**config.mk**
```make
export PLATFORM = sky130hd
export DESIGN_NAME = serial_adder_ctrl_flat
export DESIGN_NICKNAME = d
export VERILOG_FILES = /design/src/rtl/serial_adder_ctrl_pkg.sv /design/src/rtl/serial_adder_ctrl_if.sv /design/src/rtl/eightBit_ripple_adder.sv /design/src/rtl/serial_adder_ctrl.sv /design/src/flat_wrapper.sv
export SDC_FILE = /design/constraint.sdc
export NUM_CORES = 1
export LEC_CHECK = 0
export CAP_MARGIN = 10
export CORE_ASPECT_RATIO = 0.75
export CORE_MARGIN = 10
export CORE_UTILIZATION = 30
export CTS_BUF_LIST = sky130_fd_sc_hd__clkbuf_16
export CTS_CLUSTER_DIAMETER = 200
export DETAILED_ROUTE_END_ITERATION = 12
export SLEW_MARGIN = 20
export SYNTH_ARGS = -nofsm -noshare
export SYNTH_HDL_FRONTEND = slang
export SYNTH_SLANG_ARGS = --single-unit
```
**constraint.sdc**
```tcl
create_clock -name clk -period 5.7 [get_ports clk]
set_clock_uncertainty 0.15 [all_clocks]
set_input_delay 0.57 -clock clk [delete_from_list [all_inputs] [get_ports clk]]
set_output_delay 0.57 -clock clk [all_outputs]
set_load 0.05 [all_outputs]
```
**src/rtl/serial_adder_ctrl_pkg.sv**
```systemverilog
// serial_adder_ctrl_pkg: shared state encoding and default operand size
package serial_adder_ctrl_pkg;
    localparam int DEF_WORDS = 4;
    typedef enum logic [1:0] {
        IDLE = 2'd0,
        RUN  = 2'd1,
        FIN  = 2'd2
    } state_t;
endpackage

```
**src/rtl/serial_adder_ctrl_if.sv**
```systemverilog
// serial_adder_ctrl_if: request/result bundle between a requester and the sequencer
interface serial_adder_ctrl_if #(parameter int WORDS = serial_adder_ctrl_pkg::DEF_WORDS);
    localparam int N = 8 * WORDS;
    logic         start;
    logic         sub;
    logic         cin;
    logic [N-1:0] a;
    logic [N-1:0] b;
    logic         busy;
    logic         done;
    logic [N-1:0] s;
    logic         cout;
    logic         ovf;
    modport master (output start, sub, cin, a, b, input busy, done, s, cout, ovf);
    modport slave (input start, sub, cin, a, b, output busy, done, s, cout, ovf);
endinterface

```
**src/rtl/eightBit_ripple_adder.sv**
```systemverilog
// eightBit_ripple_adder: 8-bit ripple-carry adder built from full-adder cells
module eightBit_ripple_adder (
    input  logic [7:0] a,
    input  logic [7:0] b,
    input  logic       cin,
    output logic [7:0] sum,
    output logic       cout
);
    logic [8:0] c;
    assign c[0] = cin;
    for (genvar g = 0; g < 8; g++) begin : g_fa
        assign sum[g]   = a[g] ^ b[g] ^ c[g];
        assign c[g + 1] = (a[g] & b[g]) | (c[g] & (a[g] ^ b[g]));
    end
    assign cout = c[8];
endmodule

```
**src/rtl/serial_adder_ctrl.sv**
```systemverilog
// serial_adder_ctrl: byte-serial multi-precision add/subtract around one 8-bit ripple adder
module serial_adder_ctrl
    import serial_adder_ctrl_pkg::*;
#(
    parameter int WORDS = serial_adder_ctrl_pkg::DEF_WORDS
) (
    input logic               clk,
    input logic               reset,
    serial_adder_ctrl_if.slave bus
);
    localparam int N  = 8 * WORDS;
    localparam int IW = $clog2(WORDS);
    state_t          state, nxt;
    logic [N-1:0]    a_r, b_r, s_r;
    logic            carry_r, cout_r, ovf_r;
    logic [IW-1:0]   idx;
    logic [IW+2:0]   base;
    logic [7:0]      sum;
    logic            co;
    logic            last;
    assign base = {idx, 3'b000};
    assign last = idx == IW'(WORDS - 1);
    eightBit_ripple_adder u_add (
        .a    (a_r[base +: 8]),
        .b    (b_r[base +: 8]),
        .cin  (carry_r),
        .sum  (sum),
        .cout (co)
    );
    always_ff @(posedge clk) state <= reset ? IDLE : nxt;
    always_comb begin
        nxt = IDLE;
        nxt = state == IDLE ? (bus.start ? RUN : IDLE) :
              state == RUN  ? (last ? FIN : RUN) : IDLE;
    end
    // subtraction is A + ~B + 1, so B is inverted once at latch time
    always_ff @(posedge clk) begin
        if (reset) begin
            a_r     <= '0;
            b_r     <= '0;
            s_r     <= '0;
            carry_r <= 1'b0;
            cout_r  <= 1'b0;
            ovf_r   <= 1'b0;
            idx     <= '0;
        end else if (state == IDLE && bus.start) begin
            a_r     <= bus.a;
            b_r     <= bus.sub ? ~bus.b : bus.b;
            carry_r <= bus.sub | bus.cin;
            idx     <= '0;
        end else if (state == RUN) begin
            s_r[base +: 8] <= sum;
            carry_r        <= co;
            idx            <= last ? '0 : idx + 1'b1;
            if (last) begin
                cout_r <= co;
                ovf_r  <= (a_r[N-1] == b_r[N-1]) && (sum[7] != a_r[N-1]);
            end
        end
    end
    assign bus.busy = state == RUN;
    assign bus.done = state == FIN;
    assign bus.s    = s_r;
    assign bus.cout = cout_r;
    assign bus.ovf  = ovf_r;
endmodule

```
**src/flat_wrapper.sv**
```systemverilog
// flat-port wrapper written by rule: the top's interface ports become plain ports
module serial_adder_ctrl_flat import serial_adder_ctrl_pkg::*;
#(
    parameter int WORDS = serial_adder_ctrl_pkg::DEF_WORDS
)
  (clk, reset, bus_start, bus_sub, bus_cin, bus_a, bus_b, bus_busy, bus_done, bus_s, bus_cout, bus_ovf);
  serial_adder_ctrl_if #(.WORDS(WORDS)) bus_i ();
  input logic clk;
  input logic reset;
  input wire logic [$bits(bus_i.start)-1:0] bus_start;
  input wire logic [$bits(bus_i.sub)-1:0] bus_sub;
  input wire logic [$bits(bus_i.cin)-1:0] bus_cin;
  input wire logic [$bits(bus_i.a)-1:0] bus_a;
  input wire logic [$bits(bus_i.b)-1:0] bus_b;
  output wire logic [$bits(bus_i.busy)-1:0] bus_busy;
  output wire logic [$bits(bus_i.done)-1:0] bus_done;
  output wire logic [$bits(bus_i.s)-1:0] bus_s;
  output wire logic [$bits(bus_i.cout)-1:0] bus_cout;
  output wire logic [$bits(bus_i.ovf)-1:0] bus_ovf;
  assign bus_i.start = bus_start;
  assign bus_i.sub = bus_sub;
  assign bus_i.cin = bus_cin;
  assign bus_i.a = bus_a;
  assign bus_i.b = bus_b;
  assign bus_busy = bus_i.busy;
  assign bus_done = bus_i.done;
  assign bus_s = bus_i.s;
  assign bus_cout = bus_i.cout;
  assign bus_ovf = bus_i.ovf;
  serial_adder_ctrl #(.WORDS(WORDS)) u_core (.clk(clk), .reset(reset), .bus(bus_i));
endmodule
```
# Yosys cells after proc, flatten, opt, wreduce, memory -nomap -nowiden
# Cells that the tools add are included.
# totals
reg_bits	103
output_inout_bits	36
# op_classes
add_sub_neg	2
n_eq_ne	5
n_shift	4
mux	9
n_bitwise	43
n_reduce_logical	7
# op_table
operator	count
indexed part select 32 x 6 -> 8 bit	2
bitwise mux 32 bit	1
2-to-1 mux 32 bit	1
NOT 32 bit	1
variable shift 8 x 7 -> 32 bit (first input constant)	1
indexed part select 8 x 7 -> 32 bit	1
bitwise AND 1 bit	16
bitwise XOR 1 bit	16
OR 1 bit	9
2-to-1 mux 2 bit	4
negator 5 -> 7 bit	1
== test 2 bit (second input constant)	2
2-to-1 mux 1 bit	3
AND reduction 3 bit	1
adder 2 x 1 -> 2 bit (second input constant)	1
== test 2 x 1 -> 1 bit (second input constant)	1
logical AND 1 bit	2
zero test 2 bit	1
AND reduction 2 bit	1
nonzero test 2 bit	1
OR reduction 2 bit	1
== test 1 bit	1
inequality test 1 bit	1
NOT 1 bit	1

# Depth between registers and ports, before layout
# depth
ltp_word	20
ltp_mapped	20
depth_no_buf	18

# Hierarchy
# From an unflattened synthesis, not the netlist that was laid out.
# hier_totals
cells_unflattened	477
area_unflattened_um2	4580.6
# modules_own_cells
module	instances	cells_per_inst	area_per_inst_um2
serial_adder_ctrl	1	459	4383.0
eightBit_ripple_adder	1	18	197.7

# Worst setup path after synthesis
# OpenSTA, ideal clock, no wires.
# synth_timing
path_type	register -> register
start	register u_core.idx[1]
end	register u_core.s_r[23], in the netlist u_core.bus.s[23]
arrival_time_ns	4.084
setup_slack_ns	1.349
path_stages_with_launch	20
period_less_slack_ns	4.351
path_cell_list	dfxtp_1 -> buf_2 -> buf_2 -> mux4_2 -> inv_1 -> fa_1 -> fa_1 -> inv_1 -> fa_1 -> fa_1 -> inv_1 -> fa_1 -> inv_1 -> fa_1 -> inv_1 -> fa_1 -> inv_1 -> fa_1 -> nor2b_1 -> a22o_1
# synth_via
elab_chain_cells	19
word_cells_on_any_way	43
# synth_lines
element	line	source
start: declaration	serial_adder_ctrl.sv:16	logic [IW-1:0] idx;
start signal: assignment	serial_adder_ctrl.sv:54	idx <= last ? '0 : idx + 1'b1;
indexed part select 32 x 6 -> 8 bit, on equally long branches	serial_adder_ctrl.sv:24, serial_adder_ctrl.sv:25	
bitwise XOR 1 bit	eightBit_ripple_adder.sv:12, eightBit_ripple_adder.sv:13	
bitwise AND 1 bit	eightBit_ripple_adder.sv:13	assign c[g + 1] = (a[g] & b[g]) | (c[g] & (a[g] ^ b[g]));
OR 1 bit	eightBit_ripple_adder.sv:13	
bitwise AND 1 bit	eightBit_ripple_adder.sv:13	
OR 1 bit	eightBit_ripple_adder.sv:13	
bitwise AND 1 bit	eightBit_ripple_adder.sv:13	
OR 1 bit	eightBit_ripple_adder.sv:13	
[3 not listed]	--	
OR 1 bit	eightBit_ripple_adder.sv:13	
bitwise AND 1 bit	eightBit_ripple_adder.sv:13	
OR 1 bit	eightBit_ripple_adder.sv:13	
bitwise AND 1 bit	eightBit_ripple_adder.sv:13	
OR 1 bit	eightBit_ripple_adder.sv:13	
bitwise XOR 1 bit	eightBit_ripple_adder.sv:12	assign sum[g] = a[g] ^ b[g] ^ c[g];
indexed part select 8 x 7 -> 32 bit	serial_adder_ctrl.sv:52	s_r[base +: 8] <= sum;
bitwise mux 32 bit (*)	serial_adder_ctrl.sv:52	
end signal: indexed assignment	serial_adder_ctrl.sv:52	
end: declaration	serial_adder_ctrl.sv:14	logic [N-1:0] a_r, b_r, s_r;
# Every way passes the cells marked *; elsewhere a longest branch is shown, timed or not.
# A chain may end at the register's enable or synchronous reset.

# Worst setup path after layout
# layout_timing
start	register u_core.idx[0]
end	register u_core.ovf_r, in the netlist u_core.bus.ovf
# layout_via
elab_chain_cells	19
word_cells_on_any_way	36
# layout_lines
element	line	source
indexed part select 32 x 6 -> 8 bit, on equally long branches	serial_adder_ctrl.sv:24, serial_adder_ctrl.sv:25	
bitwise XOR 1 bit	eightBit_ripple_adder.sv:13	
bitwise AND 1 bit	eightBit_ripple_adder.sv:13	
OR 1 bit	eightBit_ripple_adder.sv:13	
bitwise AND 1 bit	eightBit_ripple_adder.sv:13	
OR 1 bit	eightBit_ripple_adder.sv:13	
bitwise AND 1 bit	eightBit_ripple_adder.sv:13	
OR 1 bit	eightBit_ripple_adder.sv:13	
[3 not listed]	--	
OR 1 bit	eightBit_ripple_adder.sv:13	
bitwise AND 1 bit	eightBit_ripple_adder.sv:13	
OR 1 bit	eightBit_ripple_adder.sv:13	
bitwise AND 1 bit	eightBit_ripple_adder.sv:13	
OR 1 bit	eightBit_ripple_adder.sv:13	
bitwise XOR 1 bit	eightBit_ripple_adder.sv:12	
inequality test 1 bit	serial_adder_ctrl.sv:57	ovf_r <= (a_r[N-1] == b_r[N-1]) && (sum[7] != a_r[N-1]);
logical AND 1 bit	serial_adder_ctrl.sv:57	
end signal: assignment	serial_adder_ctrl.sv:57	
end: declaration	serial_adder_ctrl.sv:15	logic carry_r, cout_r, ovf_r;
# Parallel ways exist; a longest one is shown, timed or not.

==> summary.md <==
| Metric | Value |
|---|---|
| Status | `finished, final reports clean` |
| Max Cap Violations | `0` |
| PD cells | `274 nW/um^2` |
| Post-CTS setup buffer count | `0` |
| Post-route cell area | `5980 sq um` |
| CTS resizes | `0` |
| Tot GR Track Use | `11.8%` |
| Hold slack | `0.311 ns` |
| DRC | `0` |
| Routability cong. | `0.778` |
| Initial DRC Count | `202` |
| Antenna diodes | `0` |
| First-pass DRT Iterations | `4` |
| Reg area | `2060 sq um` |
| Post-route ant nets | `0` |
| Area leader, netlist | `dfxtp_1` |
| Final setup vio count | `0` |
| Achievable Freq | `0.213 GHz` |
| Maximum vdd drop | `0.000134 V` |
| Sequential area share after synthesis | `a little under half` |
| Clk slew on worst S/H paths | `around 0.07 ns` |
| Pleak | `2.13 nW` |
| Setup Slack @ Placement | `1.03 ns` |
| Min Tclk post-route | `4.70 ns` |
| Vias in the first global route | `3723` |
| Clk_lat worst skew | `0.35 ns` |
| Final Max Tran Viols | `0` |
| Mux cell area share after synthesis | `8.13%` |
| Clk buf depth | `2` |
| Post-DP Area | `5700 sq um` |
| Synth Net Count | `536` |
| Post-layout util | `40.7%` |
| Port bufs | `104` |
| Power consumption | `roughly 1.6 mW` |
| DP Wirelength | `9.35 mm` |
| Vias | `3489` |
| Syn avg cell area | `10.1 sq um` |
| CORE AREA | `between 10000 and 15000 sq um` |
| Die area | `20600 sq um` |
| Simple-Gate Fraction of Synth Area | `12.8%` |
| Netlist cell types | `33` |
| Area contributors post-synth | `dfxtp_1, mux4_2, a22o_1` |
| Setup total negative slack | `0 ns` |
| Post-Synth Adder-Cell Area | `5.16%` |
| Final Hold Viols | `0` |
| Initial antenna violation count | `0` |
| Via density | `4.69` |
| Layout cell share with drive strength beyond 1 | `9.38%` |
| Worst min path class | `reg2reg` |
| RSZ-0062 raised after global routing | `no` |
| CP dominant cell by count | `fa_1` |
| Mapped Cells | `453` |
| Peak fanout along the critical path | `20` |
| CP Launch Type | `flop` |
| Worst path cell trace | `buf_4 -> mux4_2 -> inv_1 -> fa_1 -> inv_1 -> fa_1 -> fa_1 -> inv_1 -> fa_1 -> inv_1 -> fa_1 -> inv_1 -> fa_1 -> inv_1 -> fa_1 -> nor2b_1 -> a221oi_1 -> nor3_1` |
| Placed Cells | `728` |
| First-pass GRT wire length | `19.6 mm` |
| Area growth, synth to finish | `31.3%` |
| WP data required | `5.74 ns` |
| Period Utilization, post-route | `82.5%` |
| Die width | `162 um` |
| Area occupied by multi-input gates | `2250 sq um` |
| Synth Cell Area | `4550 sq um` |
| H-tree depth | `3` |
| Family with the most delay on the worst path | `adder cells` |
| Clk sinks | `103` |
| Setup Crit Path Kind | `reg2reg` |
| Starting density of the core | `between 30% and 40%` |
| Mean routed wirelength per cell | `between 15 and 20 um` |
| FP Rows | `38` |
| Largest net degree at the start of global routing | `84` |
| CP Capture Type | `flop` |
| Main combinational cell family by area after synthesis | `compound AO/OA/AOI/OAI gates` |
| CP Buf/Inv Count | `7` |
| Number of synthesized register bits | `103` |
| Asr flop ratio synth | `0%` |
| Total Routed Length | `12.1 mm` |
| Fin cells | `744` |
| Cts hold-fix bufs | `0` |
| Clock tree from TritonCTS | `built` |
| Primary FF master, synth | `dfxtp_1` |
| I/O pin total | `105` |
| Worst slew pin tran | `0.913 ns` |
| FILL cells | `1461` |
| Worst path arrival time | `~4.7 ns` |
| Slowest-stage cell, CP | `dfxtp_1` |
| PnR worst setup slack | `0.996 ns` |
| # nets final | `between 600 and 700` |
| CP peak stage delay | `0.54 ns` |
| Clock buffer count from CTS | `9` |
| EDFF count, synth | `0` |
| CTS root buffer | `clkbuf_16` |
| Top cell type's share of synthesized area | `roughly 45%` |
| Max-slew headroom | `39.1%` |
| Compound-cell area share of the yosys netlist | `between 15 and 20%` |
| Die Y | `127 um` |
| Synth Area in XOR/XNOR | `6.15%` |
| Grt ovf | `0` |
| Yosys warns | `0` |
-- cells in the final DEF (no fill, tap or decap), drive strengths merged --
cell	count
a211oi	33
a21oi	38
a221oi	1
a22o	32
a311oi	1
and4	1
buf	7
clkbuf	9
clkdlybuf4s50	102
clkinv	4
dfxtp	103
fa	8
ha	6
inv	20
mux2i	1
mux4	16
nand2	69
nand2b	1
nand3	1
nand3b	3
nor2	40
nor2b	6
nor3	5
nor3b	1
nor4	1
o21a	1
or3	1
or3b	1
xnor2	32
-- cells in the mapped netlist (2+ instances only) --
cell type and count:
buf_6 4, xnor2_1 32, nor3_1 3, mux4_2 16
inv_1 15, nor2b_1 6, nor2_1 40, a21oi_1 34
nor3_4 2, fa_1 8, nand3b_1 3, a21oi_2 3
buf_2 20, dfxtp_1 103, nand2_1 69, a211oi_1 33
a22o_1 32, clkbuf_1 10, ha_1 6
-- report_power, final --
group	total, mW	switching [mW]	internal, mW	leakage, nW
clock	0.582	0.280	0.302	0.140
sequential	0.784	0.0246	0.760	0.843
combinational	0.273	0.146	0.127	1.15
total	1.64	0.451	1.19	2.13
-- cell families after synthesis --
family / Yosys count
and+or+nand+nor: 130
AOI/OAI and AO/OA: 106
DFF: 103
buffers and inverters: 51
xor gates and xnor gates: 32
muxes: 17
adders and majority gates: 14
-- worst min-delay path, cell delays in order, from the launching register on --
cell     delay, ns
dfxtp_1       0.31
nand2_1       0.05
a21oi_1       0.05
-- per-layer routing --
metal	part of all wire, %	up-vias	wire length (um)	track usage (%)
met5	0	-	0	0
met4	1.5	0	176	3.79
met3	7.8	14	942	4.43
met2	44	110	5350	18.4
met1	46	1614	5620	14.9
li1	-	1751	-	-
-- registers in the layout, summed over array words and instances, names as in the netlist --
register	cells
u_core.bus.s	32
u_core.idx	2
u_core.b_r	32
u_core.bus.ovf	1
u_core.state	2
u_core.a_r	32
u_core.carry_r	1
u_core.bus.cout	1
-- layout make-up --
type | count | area share, %
clock buffer | 9 | 3.76
clock inverter | 7 | 0.920
inverter | 17 | 1.15
multi-input combinational | 299 | 37.6
sequential | 103 | 34.5
tap | 200 | 4.18
timing repair buffer | 109 | 17.9
-- final timing paths --
check | cells past startpoint | start | slack [ns] | end
setup / recovery | 18 | u_core.idx[0] | 1.0 | u_core.bus.ovf
hold / removal | 2 | u_core.a_r[11] | 0.31 | u_core.a_r[11]
setup reg to reg | 18 | u_core.idx[0] | 1.0 | u_core.bus.ovf
hold reg to reg | 2 | u_core.a_r[11] | 0.31 | u_core.a_r[11]
(Power assumes the default switching activity.)
